[config.mk]
export PLATFORM = sky130hd
export DESIGN_NAME = uart_param_flat
export DESIGN_NICKNAME = d
export VERILOG_FILES = /design/src/rtl/uart_param_if.sv /design/src/rtl/uart_param.sv /design/src/flat_wrapper.sv
export SDC_FILE = /design/constraint.sdc
export NUM_CORES = 1
export LEC_CHECK = 0
export BUFFER_PORTS_ARGS = -buffer_cell sky130_fd_sc_hd__clkbuf_2
export CELL_PAD_IN_SITES_DETAIL_PLACEMENT = 2
export CELL_PAD_IN_SITES_GLOBAL_PLACEMENT = 2
export CORE_AREA = 2 2 123 125
export DETAILED_ROUTE_END_ITERATION = 8
export DIE_AREA = 0 0 125 127
export PLACE_DENSITY = 0.87
export SYNTH_ARGS = -nofsm -noshare
export SYNTH_HDL_FRONTEND = slang
export SYNTH_SLANG_ARGS = --single-unit
[constraint.sdc]
create_clock -name clk -period 5 [get_ports clk]
set_input_delay 1 -clock clk [delete_from_list [all_inputs] [get_ports clk]]
set_output_delay 1 -clock clk [all_outputs]
set_load 0.02 [all_outputs]
[src/rtl/uart_param_if.sv]
// Host-side bus of the UART: baud divisor, TX write port, RX read port and
// the sticky error flags. Serial pins, clock and reset stay on the module.
interface uart_param_if #(parameter int DBIT = 8);
    logic [10:0]     timer_final_value;
    logic [DBIT-1:0] w_data;
    logic            wr_uart;
    logic            tx_full;
    logic            rd_uart;
    logic            rx_empty;
    logic [DBIT-1:0] r_data;
    logic            parity_err;
    logic            frame_err;
    logic            overrun_err;
    logic            clr_err;

    modport master (
        output timer_final_value, w_data, wr_uart, rd_uart, clr_err,
        input  tx_full, rx_empty, r_data, parity_err, frame_err, overrun_err
    );

    modport slave (
        input  timer_final_value, w_data, wr_uart, rd_uart, clr_err,
        output tx_full, rx_empty, r_data, parity_err, frame_err, overrun_err
    );
endinterface

[src/rtl/uart_param.sv]
// Parameterised UART: tick generator, 2-flop rx synchroniser, RX/TX framing
// FSMs (optional parity, 1 or 2 stop bits) and a small FWFT FIFO per direction.

module uart_param_fifo #(
    parameter int W  = 8,
    parameter int AW = 2
) (
    input  logic         clk,
    input  logic         reset_n,
    input  logic         push,
    input  logic         pop,
    input  logic [W-1:0] din,
    output logic [W-1:0] dout,
    output logic         full,
    output logic         empty
);
    logic [W-1:0] mem [0:2**AW-1];
    logic [AW:0]  wptr;
    logic [AW:0]  rptr;
    logic         push_ok;
    logic         pop_ok;

    // The extra pointer MSB separates all-full from all-empty.
    assign empty   = (wptr == rptr);
    assign full    = (wptr[AW] != rptr[AW]) && (wptr[AW-1:0] == rptr[AW-1:0]);
    assign push_ok = push && !full;
    assign pop_ok  = pop && !empty;
    assign dout    = empty ? '0 : mem[rptr[AW-1:0]];

    // Pointer update; pointers wrap naturally modulo 2^(AW+1).
    always_ff @(posedge clk or negedge reset_n) begin
        if (!reset_n) begin
            wptr <= '0;
            rptr <= '0;
        end else begin
            if (push_ok) wptr <= wptr + 1'b1;
            if (pop_ok)  rptr <= rptr + 1'b1;
        end
    end

    // Storage array, no reset needed since dout is masked while empty.
    always_ff @(posedge clk) begin
        if (push_ok) mem[wptr[AW-1:0]] <= din;
    end
endmodule

module uart_param #(
    parameter int DBIT    = 8,
    parameter int PARITY  = 0,
    parameter int SB_TICK = 16,
    parameter int FIFO_W  = 2
) (
    input  logic         clk,
    input  logic         reset_n,
    uart_param_if.slave  bus,
    output logic         tx,
    input  logic         rx
);
    typedef enum logic [2:0] {ST_IDLE, ST_START, ST_DATA, ST_PARITY, ST_STOP} uart_state_t;

    localparam logic [4:0] STOP_LAST = 5'(SB_TICK - 1);
    localparam logic [2:0] BIT_LAST  = 3'(DBIT - 1);

    // Parity bit that makes data XOR parity equal 1 (odd) or 0 (even).
    function automatic logic parity_of(input logic [DBIT-1:0] d);
        parity_of = (PARITY == 1) ? ~(^d) : (^d);
    endfunction

    logic [10:0] tick_cnt;
    logic [10:0] tick_lim;
    logic        tick;
    logic        rx_meta;
    logic        rx_sync;

    assign tick = (tick_cnt == tick_lim);

    // Oversample tick; the divisor is captured at each wrap.
    always_ff @(posedge clk or negedge reset_n) begin
        if (!reset_n) begin
            tick_cnt <= '0;
            tick_lim <= '0;
        end else if (tick) begin
            tick_cnt <= '0;
            tick_lim <= bus.timer_final_value;
        end else begin
            tick_cnt <= tick_cnt + 11'd1;
        end
    end

    // Two-flop synchroniser on the asynchronous serial input, idling high.
    always_ff @(posedge clk or negedge reset_n) begin
        if (!reset_n) begin
            rx_meta <= 1'b1;
            rx_sync <= 1'b1;
        end else begin
            rx_meta <= rx;
            rx_sync <= rx_meta;
        end
    end

    uart_state_t     rx_state, rx_state_n;
    logic [4:0]      rx_s, rx_s_n;
    logic [2:0]      rx_n, rx_n_n;
    logic [DBIT-1:0] rx_b, rx_b_n;
    logic            rx_p, rx_p_n;
    logic            rx_done;
    logic            rx_full;

    // RX control state register.
    always_ff @(posedge clk or negedge reset_n) begin
        if (!reset_n) begin
            rx_state <= ST_IDLE;
            rx_s     <= '0;
            rx_n     <= '0;
        end else begin
            rx_state <= rx_state_n;
            rx_s     <= rx_s_n;
            rx_n     <= rx_n_n;
        end
    end

    // RX shift register and received parity bit.
    always_ff @(posedge clk) begin
        rx_b <= rx_b_n;
        rx_p <= rx_p_n;
    end

    // RX next state: mid-bit sampling from the centre of the start bit.
    always_comb begin
        rx_state_n = rx_state;
        rx_s_n     = rx_s;
        rx_n_n     = rx_n;
        rx_b_n     = rx_b;
        rx_p_n     = rx_p;
        rx_done    = 1'b0;
        case (rx_state)
            ST_IDLE: begin
                if (!rx_sync) begin
                    rx_state_n = ST_START;
                    rx_s_n     = '0;
                end
            end
            ST_START: begin
                if (tick) begin
                    if (rx_s == 5'd7) begin
                        rx_s_n     = '0;
                        rx_n_n     = '0;
                        rx_state_n = rx_sync ? ST_IDLE : ST_DATA;
                    end else begin
                        rx_s_n = rx_s + 5'd1;
                    end
                end
            end
            ST_DATA: begin
                if (tick) begin
                    if (rx_s == 5'd15) begin
                        rx_s_n = '0;
                        rx_b_n = {rx_sync, rx_b[DBIT-1:1]};
                        if (rx_n == BIT_LAST) rx_state_n = (PARITY != 0) ? ST_PARITY : ST_STOP;
                        else                  rx_n_n     = rx_n + 3'd1;
                    end else begin
                        rx_s_n = rx_s + 5'd1;
                    end
                end
            end
            ST_PARITY: begin
                if (tick) begin
                    if (rx_s == 5'd15) begin
                        rx_s_n     = '0;
                        rx_p_n     = rx_sync;
                        rx_state_n = ST_STOP;
                    end else begin
                        rx_s_n = rx_s + 5'd1;
                    end
                end
            end
            ST_STOP: begin
                if (tick) begin
                    if (rx_s == STOP_LAST) begin
                        rx_done    = 1'b1;
                        rx_state_n = ST_IDLE;
                    end else begin
                        rx_s_n = rx_s + 5'd1;
                    end
                end
            end
            default: rx_state_n = ST_IDLE;
        endcase
    end

    logic par_err_q, frm_err_q, ovr_err_q;
    logic par_evt, frm_evt, ovr_evt;

    assign par_evt = rx_done && (PARITY != 0) && (rx_p != parity_of(rx_b));
    assign frm_evt = rx_done && !rx_sync;
    assign ovr_evt = rx_done && rx_full;

    // Sticky error flags; a new event beats a simultaneous clear.
    always_ff @(posedge clk or negedge reset_n) begin
        if (!reset_n) begin
            par_err_q <= 1'b0;
            frm_err_q <= 1'b0;
            ovr_err_q <= 1'b0;
        end else begin
            par_err_q <= (par_err_q && !bus.clr_err) || par_evt;
            frm_err_q <= (frm_err_q && !bus.clr_err) || frm_evt;
            ovr_err_q <= (ovr_err_q && !bus.clr_err) || ovr_evt;
        end
    end

    assign bus.parity_err  = par_err_q;
    assign bus.frame_err   = frm_err_q;
    assign bus.overrun_err = ovr_err_q;

    uart_param_fifo #(.W(DBIT), .AW(FIFO_W)) rx_fifo (
        .clk     (clk),
        .reset_n (reset_n),
        .push    (rx_done),
        .pop     (bus.rd_uart),
        .din     (rx_b),
        .dout    (bus.r_data),
        .full    (rx_full),
        .empty   (bus.rx_empty)
    );

    uart_state_t     tx_state, tx_state_n;
    logic [4:0]      tx_s, tx_s_n;
    logic [2:0]      tx_n, tx_n_n;
    logic [DBIT-1:0] tx_b, tx_b_n;
    logic            tx_p, tx_p_n;
    logic            tx_pop;
    logic            tx_empty;
    logic [DBIT-1:0] tx_head;

    uart_param_fifo #(.W(DBIT), .AW(FIFO_W)) tx_fifo (
        .clk     (clk),
        .reset_n (reset_n),
        .push    (bus.wr_uart),
        .pop     (tx_pop),
        .din     (bus.w_data),
        .dout    (tx_head),
        .full    (bus.tx_full),
        .empty   (tx_empty)
    );

    // TX control state register.
    always_ff @(posedge clk or negedge reset_n) begin
        if (!reset_n) begin
            tx_state <= ST_IDLE;
            tx_s     <= '0;
            tx_n     <= '0;
        end else begin
            tx_state <= tx_state_n;
            tx_s     <= tx_s_n;
            tx_n     <= tx_n_n;
        end
    end

    // TX shift register and outgoing parity bit.
    always_ff @(posedge clk) begin
        tx_b <= tx_b_n;
        tx_p <= tx_p_n;
    end

    // TX next state; the last stop tick chains straight into the next start bit.
    always_comb begin
        tx_state_n = tx_state;
        tx_s_n     = tx_s;
        tx_n_n     = tx_n;
        tx_b_n     = tx_b;
        tx_p_n     = tx_p;
        tx_pop     = 1'b0;
        case (tx_state)
            ST_IDLE: begin
                if (!tx_empty) begin
                    tx_pop     = 1'b1;
                    tx_b_n     = tx_head;
                    tx_p_n     = parity_of(tx_head);
                    tx_s_n     = '0;
                    tx_state_n = ST_START;
                end
            end
            ST_START: begin
                if (tick) begin
                    if (tx_s == 5'd15) begin
                        tx_s_n     = '0;
                        tx_n_n     = '0;
                        tx_state_n = ST_DATA;
                    end else begin
                        tx_s_n = tx_s + 5'd1;
                    end
                end
            end
            ST_DATA: begin
                if (tick) begin
                    if (tx_s == 5'd15) begin
                        tx_s_n = '0;
                        tx_b_n = {1'b0, tx_b[DBIT-1:1]};
                        if (tx_n == BIT_LAST) tx_state_n = (PARITY != 0) ? ST_PARITY : ST_STOP;
                        else                  tx_n_n     = tx_n + 3'd1;
                    end else begin
                        tx_s_n = tx_s + 5'd1;
                    end
                end
            end
            ST_PARITY: begin
                if (tick) begin
                    if (tx_s == 5'd15) begin
                        tx_s_n     = '0;
                        tx_state_n = ST_STOP;
                    end else begin
                        tx_s_n = tx_s + 5'd1;
                    end
                end
            end
            ST_STOP: begin
                if (tick) begin
                    if (tx_s == STOP_LAST) begin
                        tx_s_n = '0;
                        if (!tx_empty) begin
                            tx_pop     = 1'b1;
                            tx_b_n     = tx_head;
                            tx_p_n     = parity_of(tx_head);
                            tx_state_n = ST_START;
                        end else begin
                            tx_state_n = ST_IDLE;
                        end
                    end else begin
                        tx_s_n = tx_s + 5'd1;
                    end
                end
            end
            default: tx_state_n = ST_IDLE;
        endcase
    end

    // Serial line level decoded from the TX state; reset forces it high at once.
    always_comb begin
        tx = 1'b1;
        case (tx_state)
            ST_START:  tx = 1'b0;
            ST_DATA:   tx = tx_b[0];
            ST_PARITY: tx = tx_p;
            default:   tx = 1'b1;
        endcase
    end
endmodule

[src/flat_wrapper.sv]
// flat-port wrapper written by rule: the top's interface ports become plain ports
module uart_param_flat 
#(
    parameter int DBIT    = 8,
    parameter int PARITY  = 0,
    parameter int SB_TICK = 16,
    parameter int FIFO_W  = 2
)
  (clk, reset_n, tx, rx, bus_timer_final_value, bus_w_data, bus_wr_uart, bus_rd_uart, bus_clr_err, bus_tx_full, bus_rx_empty, bus_r_data, bus_parity_err, bus_frame_err, bus_overrun_err);
  uart_param_if #(.DBIT(DBIT)) bus_i ();
  input  logic clk;
  input  logic reset_n;
  output logic tx;
  input  logic rx;
  input wire logic [$bits(bus_i.timer_final_value)-1:0] bus_timer_final_value;
  input wire logic [$bits(bus_i.w_data)-1:0] bus_w_data;
  input wire logic [$bits(bus_i.wr_uart)-1:0] bus_wr_uart;
  input wire logic [$bits(bus_i.rd_uart)-1:0] bus_rd_uart;
  input wire logic [$bits(bus_i.clr_err)-1:0] bus_clr_err;
  output wire logic [$bits(bus_i.tx_full)-1:0] bus_tx_full;
  output wire logic [$bits(bus_i.rx_empty)-1:0] bus_rx_empty;
  output wire logic [$bits(bus_i.r_data)-1:0] bus_r_data;
  output wire logic [$bits(bus_i.parity_err)-1:0] bus_parity_err;
  output wire logic [$bits(bus_i.frame_err)-1:0] bus_frame_err;
  output wire logic [$bits(bus_i.overrun_err)-1:0] bus_overrun_err;
  assign bus_i.timer_final_value = bus_timer_final_value;
  assign bus_i.w_data = bus_w_data;
  assign bus_i.wr_uart = bus_wr_uart;
  assign bus_i.rd_uart = bus_rd_uart;
  assign bus_i.clr_err = bus_clr_err;
  assign bus_tx_full = bus_i.tx_full;
  assign bus_rx_empty = bus_i.rx_empty;
  assign bus_r_data = bus_i.r_data;
  assign bus_parity_err = bus_i.parity_err;
  assign bus_frame_err = bus_i.frame_err;
  assign bus_overrun_err = bus_i.overrun_err;
  uart_param #(.DBIT(DBIT), .PARITY(PARITY), .SB_TICK(SB_TICK), .FIFO_W(FIFO_W)) u_core (.clk(clk), .reset_n(reset_n), .bus(bus_i), .tx(tx), .rx(rx));
endmodule
==> metrics.csv, run 1 <==
metric;value;unit
area_growth;14.3;%
clock_latency;430;ps
crit_required;4000;ps
crit_type;register to primary output;
setup_viol;0;
ys_ff_latch;142;
cellLeakagePower;2.93;nW
layout.nets;587;
fin_crit;3350;ps
port_buffers;38;
start_util;45.2;%
worstRegToRegCells;6;
crit_start;u_core.rx_fifo.rptr[0];
rsz0062_at_grt;false;
ys_seq_area_share;60.8;%
numClockSinks;142;
cp_max_fo;11;
num_antenna_cells;0;
synthArstFlopShare;43.0;%
wirelength;16.2;mm
ant_nets;0;
grt_usage;22.0;%
postSynthCellCount;503;
hold-path-cell-count;0;
finalSetupTns;0;ps
synth_area;6520;um2
postCtsSetupBuffers;0;
min_to;u_core.rx_sync;
slew_viol_final;0;
rows;44;
route.detailed.drc;0;
io_pins;39;
grt_max_degree;38;
synth_ff_type;edfxtp_1;
vias;4126;
firstDrtPassIters;4;
synth_edf_count;81;
worstHoldStart;u_core.rx_meta;
syn_nets;547;
status;finished clean;
r2r_slack;1670;ps
yosysWarningCount;0;
clkSlewWorstSetupHoldPaths;60;ps
cts_resized;0;
synth.area.top_cells;edfxtp_1, dfrtp_1, mux4_2;
clockRootBuffer;clkbuf_16;
dpl.hpwl;10.9;mm
power.total;3.18;mW
r2r_start;u_core.tick_cnt[4];
fmax;299;MHz
layout-drive-gt1-share;19.6;%
grt_first_pass_wirelength;26.5;mm
ys_types;58;
skew;11.7;ps
finalHoldViolCount;0;
wl_per_cell;21.9;um
die_area;15900;um2
syn_avg_cell_area;13.0;um2
coreArea;14400;um2
yosys.area.top_type;edfxtp_1;
htree_num_levels;4;
die_y;127;um
cts_buffers;17;
synth_top_area_share;37.3;%
grt_overflow_total;0;
relSlewSlack;21.3;%
p_per_area;426;nW/um2
routabilityCongestion;0.776;
final.period_utilization;66.9;%
tightestPinTransition;1170;ps
end_kind;primary output;
die_w;125;um
ctsHoldBuffers;0;
r2r_end;u_core.tx_b[0];
antenna_found_initial;0;
grt_pass1_vias;4744;
vias_per_cell;5.58;
drtIter0Drc;154;
peakVddDrop;0.453;mV
hold_path.class;register to register;
crit_arrival;2350;ps
clk_path_buf_depth;2;
cts_tree;done;
cp-start-kind;register;
drv_cap;0;
==> sequential cells by signal, summed over array words and instances, names as in the netlist <==
register                count
u_core.rx_n                 3
u_core.rx_fifo.wptr         3
u_core.tx_fifo.wptr         3
u_core.rx_meta              1
u_core.rx_fifo.mem         32
u_core.tx_n                 3
u_core.tx_fifo.mem         32
u_core.tx_s                 5
u_core.rx_sync              1
u_core.tick_lim            11
u_core.tx_fifo.rptr         3
u_core.tx_b                 8
u_core.bus.parity_err       1
u_core.tx_state             3
u_core.rx_state             3
u_core.rx_fifo.rptr         3
u_core.bus.frame_err        1
u_core.tick_cnt            11
u_core.tx_p                 1
u_core.rx_s                 5
u_core.bus.overrun_err      1
u_core.rx_b                 8
==> how the worst max path moves through the flow <==
| stage | slack, ps | end | cells past startpoint |
|---|---|---|---|
| CTS | 1580 | bus_r_data[4] | 4 |
| finish | 1650 | bus_r_data[4] | 4 |
| floorplan | 2350 | bus_r_data[0] | 4 |
| global route | 1440 | bus_r_data[5] | 4 |
| global placement | 1850 | u_core.tx_b[4] | 6 |
| detailed placement | 1660 | u_core.tx_b[6] | 6 |
==> power breakdown <==
group | switching (mW) | total, mW | internal, mW
Sequential | 0.0842 | 1.41 | 1.33
Clock | 0.548 | 1.25 | 0.699
Combinational | 0.296 | 0.516 | 0.220
Total | 0.928 | 3.18 | 2.25
==> final cells by class <==
type                            count  area (um2)
Timing Repair Buffer               40         205
Multi-Input combinational cell    326        2420
Tap cell                          184         230
Fill cell                        1391        6970
Clock buffer                       17         425
Inverter                           16        60.1
Clock inverter                     15         151
Sequential cell                   142        3960
==> synthesized netlist by cell type (all sizes together) (2+ instances only) <==
| library cell | number |
|---|---|
| o31ai | 3 |
| o21ai | 14 |
| nor2 | 32 |
| o21a | 3 |
| nor3 | 5 |
| nand4 | 6 |
| a41oi | 3 |
| a311oi | 2 |
| mux2i | 2 |
| nor2b | 12 |
| nand2 | 69 |
| dfstp | 2 |
| xnor2 | 22 |
| a22o | 2 |
| or2 | 3 |
| nor4 | 3 |
| inv | 16 |
| and3 | 7 |
| or3 | 4 |
| mux4 | 16 |
| and2 | 10 |
| a22oi | 2 |
| o211ai | 3 |
| nand3 | 15 |
| a31oi | 5 |
| mux2 | 10 |
| nor3b | 3 |
| dfrtp | 59 |
| ha | 19 |
| o22ai | 4 |
| buf | 7 |
| nand2b | 5 |
| clkbuf | 12 |
| edfxtp | 81 |
| a21oi | 9 |
| xor2 | 20 |
==> kinds of logic (layout without fill, tap and decap cells) <==
group	after synthesis	count (layout)	synth area share [%]
and+or+nand+nor	178	178	14.1
DFF	142	142	60.8
AOI/OAI and AO/OA	58	58	5.97
xor gates and xnor gates	42	42	5.64
buffers and inverters	35	88	2.13
muxes	28	28	7.62
adders and majority gates	20	20	3.80
==> per-layer routing <==
metal,share of wire [%],global-route usage [%],vias to the layer above
met2,55,41.1,74
met5,0,0,-
met3,3.0,5.19,31
met1,40,24.5,2120
met4,1.9,7.65,0
li1,-,-,1901
==> critical path, stage by stage, from the launching register on <==
cell	delay, ps
dfrtp_1	800
xor2_1	210
nor3b_2	590
nor2b_1	120
clkbuf_2	190
==> layout by cell type, fill, tap and decap left out, drive strengths merged, types with 3 or more instances in the layout <==
cell	synthesis	final
o22ai	4	4
o31ai	3	3
nor4	3	3
clkinvlp	0	3
dfrtp	59	59
nor2	32	32
o211ai	3	3
nand2b	5	5
inv	16	23
and3	7	7
and2	10	10
nor3	5	5
a31oi	5	5
edfxtp	81	81
o21ai	14	14
clkbuf	12	55
o21a	3	3
mux2	10	10
or2	3	3
nand2	69	69
or3	4	4
a41oi	3	3
ha	19	19
nor2b	12	12
a21oi	9	9
xor2	20	20
clkinv	0	4
nor3b	3	3
nand4	6	6
nand3	15	15
mux4	16	16
xnor2	22	22
==> through the flow <==
stage / hold slack [ps] / util [%] / instances / setup slack [ps] / area (um2)
floorplan: 345 / - / 503 / 2350 / 6520
global placement: 350 / 47.7 / 708 / 1850 / 6870
global route: 368 / 51.7 / 740 / 1440 / 7450
finish: 361 / 51.7 / 740 / 1650 / 7450
CTS: 365 / 51.7 / 740 / 1580 / 7450
detailed placement: 354 / 47.7 / 708 / 1660 / 6870
Note: power is estimated with default switching activity, not from simulation.
==> inputs of run 2 (changes only) <==
--- a/config.mk
+++ b/config.mk
@@ -8,10 +8,10 @@
 export BUFFER_PORTS_ARGS = -buffer_cell sky130_fd_sc_hd__clkbuf_2
 export CELL_PAD_IN_SITES_DETAIL_PLACEMENT = 2
 export CELL_PAD_IN_SITES_GLOBAL_PLACEMENT = 2
-export CORE_AREA = 2 2 123 125
+export CORE_AREA = 2 2 127 129
 export DETAILED_ROUTE_END_ITERATION = 8
-export DIE_AREA = 0 0 125 127
-export PLACE_DENSITY = 0.87
+export DIE_AREA = 0 0 129 131
+export PLACE_DENSITY = 0.82
 export SYNTH_ARGS = -nofsm -noshare
 export SYNTH_HDL_FRONTEND = slang
 export SYNTH_SLANG_ARGS = --single-unit
==> constraint.sdc (replaced) <==
create_clock -name clk -period 3.2 [get_ports clk]
set_input_delay 0.64 -clock clk [delete_from_list [all_inputs] [get_ports clk]]
set_output_delay 0.64 -clock clk [all_outputs]
set_load 0.02 [all_outputs]
==> run 2 against run 1 <==
Compared with the run above: design area is 1.1% higher; clock skew is 3.7 ps lower; total power is 54% higher; die area is 6.5% higher; routed wire length is 2.7% higher; hold slack worse by 73 ps; sequential share of layout area is 0.58 points lower; non-clock buffer count is 6 higher; worst setup slack worse by 1400 ps; register-to-register slack worse by 1400 ps; critical path depth is 2 higher; critical endpoint is now u_core.rx_fifo.mem[0][2]; largest power group unchanged.
==> metrics.csv, run 2 (same netlist as run 1, synthesis figures left out) <==
metric;value;unit;change
utilization;48.3;%;-3.4 points
routabilityCongestion;0.761;;-1.9%
area_growth;15.6;%;
cts_tree;done;;
die_w;129;um;+3.2%
tightestPinTransition;1100;ps;-76.0 ps
placed_cells;746;;+5.4%
io_pins;39;;unchanged
vias;4144;;+0.44%
dpl.hpwl;11.2;mm;+2.3%
firstDrtPassIters;6;;+2
status;finished clean;;
fmax;336;MHz;
crit_arrival;3050;ps;+700 ps
die_y;131;um;+3.1%
wirelength;16.6;mm;+2.7%
fin_crit;2970;ps;
peakVddDrop;0.483;mV;+6.7%
crit_required;3270;ps;-730 ps
finalHoldViolCount;0;;unchanged
ant_nets;0;;unchanged
cp_max_fo;34;;+23
die_area;16900;um2;+6.5%
num_antenna_cells;0;;unchanged
wl_per_cell;21.4;um;-2.3%
place_ws;282;ps;-1380 ps
clkSlewWorstSetupHoldPaths;70;ps;about the same
skew;7.99;ps;-3.72 ps
cp-start-kind;register;;
end_kind;register;;
cts_buffers;17;;unchanged
layout.cells.most_common;edfxtp_1;;
antenna_found_initial;0;;unchanged
vias_per_cell;5.33;;-4.5%
postCtsSetupBuffers;0;;unchanged
port_buffers;38;;unchanged
clockRootBuffer;clkbuf_16;;
coreArea;15600;um2;+8.1%
numClockSinks;142;;unchanged
layout-drive-gt1-share;20.3;%;+0.68 points
r2r_slack;230;ps;-1440 ps
timing.final.ws_setup;227;ps;-1430 ps
htree_num_levels;4;;unchanged
drv_cap;0;;unchanged
grt_pass1_vias;4694;;-1.1%
grt_first_pass_wirelength;26.6;mm;+0.37%
grt_overflow_total;0;;unchanged
rows;46;;+4.5%
route.detailed.drc;0;;unchanged
grt_max_degree;35;;-7.9%
drtIter0Drc;197;;+28%
grt_usage;21.2;%;-0.71 points
clock_latency;430;ps;about the same
ctsHoldBuffers;0;;unchanged
hold_path.class;input port to register;;
setup_viol;0;;unchanged
start_util;41.8;%;-3.4 points
cts_resized;0;;unchanged
layout_common_cells;edfxtp_1, nand2_1, dfrtp_1;;
power.total;4.90;mW;+54%
layout.nets;593;;+1.0%
fill_cells;1524;;+9.6%
cellLeakagePower;2.96;nW;+0.99%
p_per_area;650;nW/um2;+53%
final.period_utilization;92.9;%;
crit_type;register to register;;
slew_viol_final;0;;unchanged
instances_no_fill;778;;+5.1%
clk_path_buf_depth;2;;unchanged
finalSetupTns;0;ps;unchanged
rsz0062_at_grt;false;;
relSlewSlack;26.4;%;+5.0 points
==> run 2: cell count changes in the layout (fill, tap and decap cells not counted), sizes merged <==
cell / before / now
inv: 23 / 21
clkbuf: 55 / 56
clkinv: 4 / 5
buf: 2 / 8
==> run 2: power breakdown <==
part,switching (mW),internal [mW]
clock network,0.821,1.08
registers,0.124,2.08
logic,0.453,0.344
total,1.40,3.50
==> run 2: final timing paths <==
check / start / to / cells after the start
min reg2reg: u_core.rx_meta / u_core.rx_sync / 0
min in group asynchronous: reset_n / u_core.tick_lim[9] / 1
max reg2reg: u_core.tick_cnt[4] / u_core.rx_fifo.mem[0][2] / 6
min: rx / u_core.rx_meta / 1
max in group asynchronous: reset_n / u_core.rx_sync / 2
max: u_core.tick_cnt[4] / u_core.rx_fifo.mem[0][2] / 6
==> run 2: stage by stage <==
step	cell area [um2]	hold slack (ps)
5_1_grt	7530	276
6_report	7530	288
3_3_place_gp	6970	349
3_5_place_dp	6970	351
2_1_floorplan	6520	344
4_1_cts	7530	274
==> run 2: final cells by class <==
| class | instances | area (um2) | area share [%] |
|---|---|---|---|
| Sequential cell | 142 | 3960 | 52.6 |
| Multi-Input combinational cell | 326 | 2420 | 32.1 |
| Clock buffer | 18 | 429 | 5.70 |
| Tap cell | 216 | 270 | 3.59 |
| Timing Repair Buffer | 46 | 263 | 3.49 |
| Clock inverter | 14 | 133 | 1.76 |
| Inverter | 16 | 60.1 | 0.797 |
==> run 2: worst max-delay path, cell delays in order, from the launching register on <==
cell and delay [ps]:
dfrtp_1 410, xor2_1 210, nor4_4 530, and3_1 290, buf_4 390, and3_1 350, and2_1 430
==> run 2: per-layer routing <==
layer	wire length (um)	GRT usage, %
met1	7060	25.2
met2	8910	38.8
met5	0	0
met3	349	3.75
met4	294	7.61
==> inputs of run 3 (changes only) <==
--- a/config.mk
+++ b/config.mk
@@ -8,10 +8,10 @@
 export BUFFER_PORTS_ARGS = -buffer_cell sky130_fd_sc_hd__clkbuf_2
 export CELL_PAD_IN_SITES_DETAIL_PLACEMENT = 2
 export CELL_PAD_IN_SITES_GLOBAL_PLACEMENT = 2
-export CORE_AREA = 2 2 127 129
+export CORE_AREA = 2 2 162 101
 export DETAILED_ROUTE_END_ITERATION = 8
-export DIE_AREA = 0 0 129 131
-export PLACE_DENSITY = 0.82
+export DIE_AREA = 0 0 164 103
+export PLACE_DENSITY = 0.83
 export SYNTH_ARGS = -nofsm -noshare
 export SYNTH_HDL_FRONTEND = slang
 export SYNTH_SLANG_ARGS = --single-unit
==> run 3 against run 2 <==
Compared with the run above: worst setup slack improved by 30 ps; largest power group unchanged; die area about the same; largest cell class unchanged; critical path type is now register to primary output; critical endpoint is now bus_r_data[3]; cell count decreased by 0.13%.
==> metrics.csv, run 3 (same netlist as run 1, synthesis figures left out) <==
metric;value;unit;change
status;finished clean;;
cp_max_fo;11;;-68%
clk_path_buf_depth;2;;unchanged
relSlewSlack;31.7;%;+5.3 points
cts_resized;0;;unchanged
setup_viol;0;;unchanged
clkSlewWorstSetupHoldPaths;70;ps;about the same
p_per_area;669;nW/um2;+2.8%
dpl.hpwl;12.7;mm;+14%
ant_nets;0;;unchanged
grt_overflow_total;0;;unchanged
cts_tree;done;;
antenna_found_initial;0;;unchanged
crit_slowest_cell;dfrtp_1;;
clock_latency;430;ps;about the same
cellLeakagePower;3.00;nW;+1.5%
finalHoldViolCount;0;;unchanged
wl_per_cell;23.4;um;+9.6%
fmax;340;MHz;+1.0%
grt_usage;23.9;%;+2.6 points
design_area;7590;um2;+0.70%
start_util;41.7;%;-0.087 points
numClockSinks;142;;unchanged
ctsHoldBuffers;0;;unchanged
final.period_utilization;92.0;%;-0.93 points
slew_viol_final;0;;unchanged
io_pins;39;;unchanged
htree_num_levels;4;;unchanged
drtIter0Drc;237;;+20%
placed_cells;745;;-0.13%
port_buffers;38;;unchanged
grt_max_degree;34;;-2.9%
vias;4273;;+3.1%
grt_pass1_vias;4881;;+4.0%
path_cells;xor2_1 -> nor3b_2 -> nor2b_1 -> clkbuf_2;;
place_area;7010;um2;+0.52%
finalSetupTns;0;ps;unchanged
clockRootBuffer;clkbuf_16;;
firstDrtPassIters;4;;-2
layout.nets;599;;+1.0%
rows;36;;-22%
peakVddDrop;0.355;mV;-27%
drv_cap;0;;unchanged
num_antenna_cells;0;;unchanged
coreArea;15600;um2;+0.21%
rsz0062_at_grt;false;;
routabilityCongestion;0.766;;+0.71%
vias_per_cell;5.50;;+3.2%
crit_required;2560;ps;-710 ps
instances_no_fill;777;;-0.13%
cpPeakStageDelay;660;ps;+130 ps
layout-drive-gt1-share;21.3;%;+1.0 points
cts_buffers;17;;unchanged
fill_cells;1507;;-1.1%
cp-start-kind;register;;
fin_crit;2940;ps;-29.9 ps
crit_arrival;2300;ps;-750 ps
die_y;103;um;-21%
crit_type;register to primary output;;
wirelength;18.2;mm;+9.4%
postCtsSetupBuffers;0;;unchanged
area_growth;16.4;%;
tightestPinTransition;1020;ps;-79.1 ps
skew;11.7;ps;+3.70 ps
end_kind;primary output;;
layout.cells.most_common;edfxtp_1;;
grt_first_pass_wirelength;29.5;mm;+11%
hold_path.class;input port to register;;
die_w;164;um;+27%
die_area;16900;um2;about the same
layout_common_cells;edfxtp_1, nand2_1, dfrtp_1;;
route.detailed.drc;0;;unchanged
run 3: cell count changes in the layout (fill, tap and decap cells not counted):
cell	before	now
buf_4	7	13
clkbuf_1	1	0
clkinv_4	3	2
clkinvlp_4	3	2
inv_6	5	4
inv_8	0	4
run 3: worst paths after layout:
kind	from	to	slack [ps]	depth (start not counted)
min in group asynchronous	reset_n	u_core.tick_cnt[1]	320	1
max in group asynchronous	reset_n	u_core.rx_meta	2120	2
max	u_core.rx_fifo.rptr[1]	bus_r_data[3]	260	4
max reg2reg	u_core.tick_cnt[4]	u_core.rx_fifo.mem[0][5]	390	6
min	rx	u_core.rx_meta	290	1
min reg2reg	u_core.rx_meta	u_core.rx_sync	360	0
run 3: through the flow:
stage               util, %  hold slack (ps)  setup WS, ps  total power, mW
finish                 48.5              285           257             5.07
floorplan                 -              344           560             2.77
detailed placement     44.8              350           416             3.12
CTS                    48.5              267           232             5.14
global route           48.5              270          89.6             5.29
global placement       44.8              348           606             3.02
run 3: layer usage:
metal	up-vias	share of wire, %	GRT usage [%]
li1	1921	-	-
met4	0	1.9	8.30
met5	-	0	0
met1	2250	44	31.4
met3	28	3.5	4.63
met2	74	50	40.2
run 3: report_power, final:
part           internal (mW)  total [mW]  leakage, nW  switching (mW)
Combinational          0.372       0.919         1.24           0.547
Sequential              2.08        2.18         1.48          0.0992
Clock                   1.10        1.98        0.282           0.879
Total                   3.55        5.07         3.00            1.53
run 3: critical path, delay by kind of cell (launching register included):
kind / cells / cell delay, ps
xor gates and xnor gates: 1 / 240
and+or+nand+nor: 2 / 770
buffers and inverters: 1 / 190
DFF: 1 / 660
run 3: area by class of cell:
cell class / count / area [um2] / area share, %
clock buffer: 17 / 425 / 5.61
clock inverter: 15 / 153 / 2.01
inverter: 16 / 60.1 / 0.792
multi-input combinational: 326 / 2420 / 31.9
sequential: 142 / 3960 / 52.2
tap: 209 / 262 / 3.45
timing repair buffer: 52 / 308 / 4.06
